==> src/rtl/gene_mutator_if.sv <==
// Gene stream interface for gene_mutator: generation control, upstream
// gene handshake, downstream gene handshake and generation status.
interface gene_mutator_if #(
  parameter int DATA_W = 16
);
  logic              start;
  logic [15:0]       gen_len;
  logic [7:0]        seed;
  logic              select;
  logic              in_valid;
  logic [DATA_W-1:0] in_data;
  logic              in_ready;
  logic              out_valid;
  logic [DATA_W-1:0] out_data;
  logic              out_ready;
  logic              out_mutated;
  logic [15:0]       mut_count;
  logic              gen_done;

  // Producer/consumer side (drives requests and genes, accepts results)
  modport master (
    output start, gen_len, seed, select, in_valid, in_data, out_ready,
    input  in_ready, out_valid, out_data, out_mutated, mut_count, gen_done
  );

  // Mutator side
  modport slave (
    input  start, gen_len, seed, select, in_valid, in_data, out_ready,
    output in_ready, out_valid, out_data, out_mutated, mut_count, gen_done
  );
endinterface

==> src/rtl/gene_mutator.sv <==
// gene_mutator: streams one generation of gene words through a single
// register stage, optionally flipping one bit per gene. The flipped bit
// index comes from an 8-bit Fibonacci LFSR seeded at generation start.
module gene_mutator #(
  parameter int DATA_W = 16,
  parameter int IDX_W  = 4
) (
  input  logic          clk,
  input  logic          rst,
  gene_mutator_if.slave bus
);

  typedef enum logic [1:0] {
    IDLE  = 2'd0,
    RUN   = 2'd1,
    DRAIN = 2'd2
  } state_t;

  // x^8 + x^6 + x^5 + x^4 + 1 Fibonacci step; a zero seed is never loaded.
  function automatic logic [7:0] lfsr_next(input logic [7:0] v);
    return {v[6:0], v[7] ^ v[5] ^ v[4] ^ v[3]};
  endfunction

  // Mutation counter saturates rather than wrapping.
  function automatic logic [15:0] sat_inc(input logic [15:0] v);
    return (v == 16'hFFFF) ? v : v + 16'd1;
  endfunction

  // Flip bit idx of d when en is set, otherwise pass d through.
  function automatic logic [DATA_W-1:0] flip_bit(
    input logic [DATA_W-1:0] d,
    input logic              en,
    input logic [IDX_W-1:0]  idx
  );
    logic [DATA_W-1:0] mask;
    mask = '0;
    if (en) mask[idx] = 1'b1;
    return d ^ mask;
  endfunction

  state_t            state_q, state_d;
  logic [15:0]       remaining_q;
  logic [7:0]        lfsr_q;
  logic [15:0]       mut_count_q;
  logic              gen_done_q, gen_done_d;

  logic              vld_p1;
  logic [DATA_W-1:0] data_p1;
  logic              mut_p1;

  logic              in_ready;
  logic              in_hs;
  logic              out_hs;
  logic              start_ok;
  logic              last_in;

  // Handshake qualifiers; a gene may enter whenever the output slot is
  // empty or being emptied this cycle, giving full throughput.
  always_comb begin
    in_ready = (state_q == RUN) && (!vld_p1 || bus.out_ready);
    in_hs    = bus.in_valid && in_ready;
    out_hs   = vld_p1 && bus.out_ready;
    start_ok = (state_q == IDLE) && bus.start;
    last_in  = in_hs && (remaining_q == 16'd1);
  end

  // Next-state and generation-end decode.
  always_comb begin
    state_d    = state_q;
    gen_done_d = 1'b0;
    case (state_q)
      IDLE: begin
        if (start_ok) begin
          if (bus.gen_len == 16'd0) gen_done_d = 1'b1;
          else                      state_d    = RUN;
        end
      end
      RUN: begin
        if (last_in) state_d = DRAIN;
      end
      DRAIN: begin
        if (out_hs) begin
          state_d    = IDLE;
          gen_done_d = 1'b1;
        end
      end
      default: state_d = IDLE;
    endcase
  end

  // FSM state register.
  always_ff @(posedge clk or negedge rst) begin
    if (!rst) state_q <= IDLE;
    else      state_q <= state_d;
  end

  // Generation bookkeeping: gene countdown, LFSR, mutation count, done pulse.
  always_ff @(posedge clk or negedge rst) begin
    if (!rst) begin
      remaining_q <= 16'd0;
      lfsr_q      <= 8'h01;
      mut_count_q <= 16'd0;
      gen_done_q  <= 1'b0;
    end else begin
      gen_done_q <= gen_done_d;
      if (start_ok) begin
        remaining_q <= bus.gen_len;
        lfsr_q      <= (bus.seed == 8'h00) ? 8'h01 : bus.seed;
        mut_count_q <= 16'd0;
      end else if (in_hs) begin
        remaining_q <= remaining_q - 16'd1;
        lfsr_q      <= lfsr_next(lfsr_q);
        if (bus.select) mut_count_q <= sat_inc(mut_count_q);
      end
    end
  end

  // ---- stage p0 -> p1: gene capture and mutation ----

  // Output slot occupancy: filled by an input handshake, emptied by an
  // output handshake that is not refilled in the same cycle.
  always_ff @(posedge clk or negedge rst) begin
    if (!rst) begin
      vld_p1 <= 1'b0;
    end else if (in_hs) begin
      vld_p1 <= 1'b1;
    end else if (out_hs) begin
      vld_p1 <= 1'b0;
    end
  end

  // Output word; held while the downstream stalls since in_hs is then 0.
  always_ff @(posedge clk or negedge rst) begin
    if (!rst) begin
      data_p1 <= '0;
      mut_p1  <= 1'b0;
    end else if (in_hs) begin
      data_p1 <= flip_bit(bus.in_data, bus.select, lfsr_q[IDX_W-1:0]);
      mut_p1  <= bus.select;
    end
  end

  assign bus.in_ready    = in_ready;
  assign bus.out_valid   = vld_p1;
  assign bus.out_data    = data_p1;
  assign bus.out_mutated = mut_p1;
  assign bus.mut_count   = mut_count_q;
  assign bus.gen_done    = gen_done_q;

endmodule

==> src/flat_wrapper.sv <==
// flat-port wrapper written by rule: the top's interface ports become plain ports
module gene_mutator_flat 
#(
  parameter int DATA_W = 16,
  parameter int IDX_W  = 4
)
  (clk, rst, bus_start, bus_gen_len, bus_seed, bus_select, bus_in_valid, bus_in_data, bus_out_ready, bus_in_ready, bus_out_valid, bus_out_data, bus_out_mutated, bus_mut_count, bus_gen_done);
  gene_mutator_if #(.DATA_W(DATA_W)) bus_i ();
  input  logic clk;
  input  logic rst;
  input wire logic [$bits(bus_i.start)-1:0] bus_start;
  input wire logic [$bits(bus_i.gen_len)-1:0] bus_gen_len;
  input wire logic [$bits(bus_i.seed)-1:0] bus_seed;
  input wire logic [$bits(bus_i.select)-1:0] bus_select;
  input wire logic [$bits(bus_i.in_valid)-1:0] bus_in_valid;
  input wire logic [$bits(bus_i.in_data)-1:0] bus_in_data;
  input wire logic [$bits(bus_i.out_ready)-1:0] bus_out_ready;
  output wire logic [$bits(bus_i.in_ready)-1:0] bus_in_ready;
  output wire logic [$bits(bus_i.out_valid)-1:0] bus_out_valid;
  output wire logic [$bits(bus_i.out_data)-1:0] bus_out_data;
  output wire logic [$bits(bus_i.out_mutated)-1:0] bus_out_mutated;
  output wire logic [$bits(bus_i.mut_count)-1:0] bus_mut_count;
  output wire logic [$bits(bus_i.gen_done)-1:0] bus_gen_done;
  assign bus_i.start = bus_start;
  assign bus_i.gen_len = bus_gen_len;
  assign bus_i.seed = bus_seed;
  assign bus_i.select = bus_select;
  assign bus_i.in_valid = bus_in_valid;
  assign bus_i.in_data = bus_in_data;
  assign bus_i.out_ready = bus_out_ready;
  assign bus_in_ready = bus_i.in_ready;
  assign bus_out_valid = bus_i.out_valid;
  assign bus_out_data = bus_i.out_data;
  assign bus_out_mutated = bus_i.out_mutated;
  assign bus_mut_count = bus_i.mut_count;
  assign bus_gen_done = bus_i.gen_done;
  gene_mutator #(.DATA_W(DATA_W), .IDX_W(IDX_W)) u_core (.clk(clk), .rst(rst), .bus(bus_i));
endmodule
==> config.mk <==
export PLATFORM = sky130hd
export DESIGN_NAME = gene_mutator_flat
export DESIGN_NICKNAME = d
export VERILOG_FILES = /design/src/rtl/gene_mutator_if.sv /design/src/rtl/gene_mutator.sv /design/src/flat_wrapper.sv
export SDC_FILE = /design/constraint.sdc
export NUM_CORES = 1
export LEC_CHECK = 0
export CORE_MARGIN = 5
export CORE_UTILIZATION = 52
export CTS_BUF_LIST = sky130_fd_sc_hd__clkbuf_2
export DETAILED_ROUTE_END_ITERATION = 7
export PLACE_DENSITY = 0.86
export SYNTH_ARGS = -nofsm -noshare
export SYNTH_HDL_FRONTEND = slang
export SYNTH_SLANG_ARGS = --single-unit
==> constraint.sdc <==
create_clock -name clk -period 3.7 [get_ports clk]
set_clock_uncertainty 0.2 [all_clocks]
set_input_delay 0.74 -clock clk [delete_from_list [all_inputs] [get_ports clk]]
set_output_delay 0.74 -clock clk [all_outputs]
set_load 0.05 [all_outputs]
==> summary.txt <==
STA
  – Final period util: 74.7%
  – Setup TNS: 0 ns
  – Pin slew with the least headroom to its limit: 0.705 ns
  – Unrepaired setup endpoints after global routing: no
  – # setup viols final: 0
  – Final hold vios: 0
  – Tmin final: 2.76 ns
  – FMAX: 362 MHz
  – Final worst slack: 0.935 ns
  – Final slew viol count: 0
  – Slew headroom: 53.0%

Critical path
  – CP max stage delay: 0.86 ns
  – Flop2flop setup slack: 1.29 ns
  – Reg2Reg Launch Point: u_core.remaining_q[4]
  – Crit path required time: 2.76 ns
  – Worst setup EP type: primary output
  – R2r endpoint: u_core.remaining_q[11]
  – Kind of critical path: reg2out
  – Max stage delay cell, worst path: clkdlybuf4s50_1
  – Worst path cell trace: clkdlybuf4s50_1
  – Crit-path max FO: 7
  – Top Family by Delay on Critical Path: buffers and inverters
  – Crit path arrival time: 1.82 ns
  – CP Buf/Inv Count: 1
  – Crit path launch type: register
  – Reg2Reg Depth: 5

Synth
  – Mapped Nets: 403
  – Gate Count Post-Synth: 354
  – Sequential element share of the synthesized area: 46.9%
  – Post-synth ARST share: 100%
  – Most used DFF post-synth: dfrtp_1
  – Avg Cell Area, Syn: 9.21 sq um
  – Yosys cell types: 50
  – Number of flops mapped to enable cells by yosys: 0
  – #FFs+latches synth: 61
  – Mapped cell area: 3260 sq um
  – Syn. warnings: 0

Final layout
  – Design area: 4190 sq um
  – Fillers: 497
  – Ant diodes: 0
  – Util after Layout: 69.5%
  – Area Overhead vs Synth: 28.4%
  – Share of layout cells above drive strength 1: 6.39%
  – Nets@finish: 482

Die
  – Die height: 89.2 um
  – I/O Pins: 82
  – Die Area: 7950 sq um
  – Core area: 6030 sq um
  – Die W: 89.2 um
  – Std cell rows: 28
  – Initial Utilization: 54.1%

Clock tree
  – CTS tree: done
  – Clock transition at the registers of the reported paths: 0.17 ns
  – Hold buffer count at CTS: 0
  – Clock tree buffer depth: 2
  – CTS root buf: clkbuf_2
  – Total CTS buffers: 9
  – Clk Latency, worst-skew pair: 0.47 ns
  – Post-CTS Setup Inserts: 0
  – # clock sinks: 61
  – Post-CTS sizing: 0
  – CTS H-tree depth: 3

Placement
  – Placed Area: 4110 sq um
  – Global placement routability congestion: 0.891
  – Dpl ws: 0.599 ns
  – Port bufs: 81
  – DP HPWL: 6200 um

Routing
  – DR DRC count: 0
  – Final wirelength: 8270 um
  – DRT iter0 DRCs: 275
  – Final ANT Viol Nets: 0
  – Via Count: 3,014
  – Drt first pass iters: 5
  – Wire per inst: 16.1 um
  – Via/cell ratio: 5.88

Power and ir drop
  – Worst IR drop on VDD: 203 uV
  – Power Total: 1.07 mW
  – P_leak: 1.74 nW
  – PD cells: 255 nW/um^2

GRT
  – First-pass GRT wire length: 13,800 um
  – Grt ovf: 0
  – Vias in the first global route: 3,028
  – Gr usage total: 22.3%
  – Initial antenna violation count: 0
  – Largest net degree at the start of global routing: 34

Min path
  – Hold WC Path Type: in2async

Flow run
  – Max cap viols: 0

Run status
  – Status: complete, no violations
[Yosys cell counts, types with 4 or more instances]
library cell	count	area, sq um
xor2_1	4	35.0
o21ai_0	29	145
dfrtp_1	60	1500
and2_1	5	31.3
xnor2_1	23	201
inv_1	5	18.8
nand4_1	11	68.8
clkbuf_1	13	48.8
nor2_1	32	120
nand3_1	13	65.1
nor4_1	12	75.1
o211ai_1	6	45.0
and4_1	4	35.0
nand2_1	61	229
a22oi_1	7	52.6
nor3_1	7	35.0
a221o_1	7	70.1
and3_1	5	31.3
[state kept, by name (all words and copies together), names as in the netlist]
name                    cells
u_core.bus.gen_done         1
u_core.bus.out_valid        1
u_core.state_q              2
u_core.bus.mut_count       16
u_core.bus.out_mutated      1
u_core.bus.out_data        16
u_core.remaining_q         16
u_core.lfsr_q               8
[metal layers]
| metal | global-route usage [%] | up-vias | share of wire, % |
|---|---|---|---|
| met1 | 28.0 | 1434 | 42 |
| met4 | 5.68 | 0 | 1.0 |
| met5 | 0 | - | 0 |
| met3 | 7.19 | 12 | 8.8 |
| met2 | 37.4 | 117 | 48 |
| li1 | - | 1451 | - |
[area by class of cell]
class	count	area (sq um)	share of cell area (%)
inverters	5	18.8	0.448
well taps	75	93.8	2.24
repair buffers	85	833	19.9
clock buffers	10	50.0	1.20
clock inverters	6	30.0	0.717
flip-flops and latches	61	1530	36.5
multi-input cells	271	1630	39.0
[worst max-delay path by stage]
stage | startpoint | endpoint | cells after the start
3_3_place_gp | bus_out_ready | u_core.bus.mut_count[15] | 6
6_report | u_core.bus.mut_count[2] | bus_mut_count[2] | 1
2_1_floorplan | bus_out_ready | bus_in_ready | 2
3_5_place_dp | bus_out_ready | u_core.bus.mut_count[11] | 6
5_1_grt | u_core.bus.mut_count[13] | bus_mut_count[13] | 1
4_1_cts | u_core.bus.mut_count[2] | bus_mut_count[2] | 1
[through the flow]
step / instances / hold slack [ns]
2_1_floorplan: 354 / 0.244
3_3_place_gp: 497 / 0.259
3_5_place_dp: 497 / 0.270
4_1_cts: 513 / 0.0459
5_1_grt: 513 / 0.0504
6_report: 513 / 0.0657
[power by group]
group          switching [mW]  internal [mW]  total (mW)
Sequential                  0          0.667       0.667
Clock                   0.238         0.0833       0.321
Combinational          0.0311         0.0492      0.0804
[kinds of logic (layout without fill, tap and decap cells)]
family / after synthesis / count (layout) / share of synthesized area (%)
simple gates: 168 / 168 / 25.9
compound gates: 70 / 70 / 14.9
flops: 61 / 61 / 46.9
xor+xnor: 27 / 27 / 7.25
buf+inv: 22 / 106 / 3.03
fa+ha+maj: 3 / 3 / 1.15
mux: 3 / 3 / 0.921
[layout by cell type (no fill, tap or decap), types with 6 or more instances in the layout]
| cell type | Yosys | routed |
|---|---|---|
| nand3_1 | 13 | 13 |
| nor2_1 | 32 | 32 |
| a221o_1 | 7 | 7 |
| clkdlybuf4s50_1 | 0 | 79 |
| nor4_1 | 12 | 12 |
| o21ai_0 | 29 | 29 |
| dfrtp_1 | 60 | 60 |
| clkbuf_2 | 0 | 10 |
| nand2_1 | 61 | 61 |
| o211ai_1 | 6 | 6 |
| a22oi_1 | 7 | 7 |
| nor3_1 | 7 | 7 |
| nand4_1 | 11 | 11 |
| xnor2_1 | 23 | 23 |
[worst reg2reg max path, stage by stage (launching register included)]
cell,delay [ns]
dfrtp_1,0.46
nor4_1,0.57
nand2_1,0.38
nor2_1,0.28
o21ai_0,0.12
a221o_1,0.31
No activity file was read; power rests on OpenSTA's default activity.
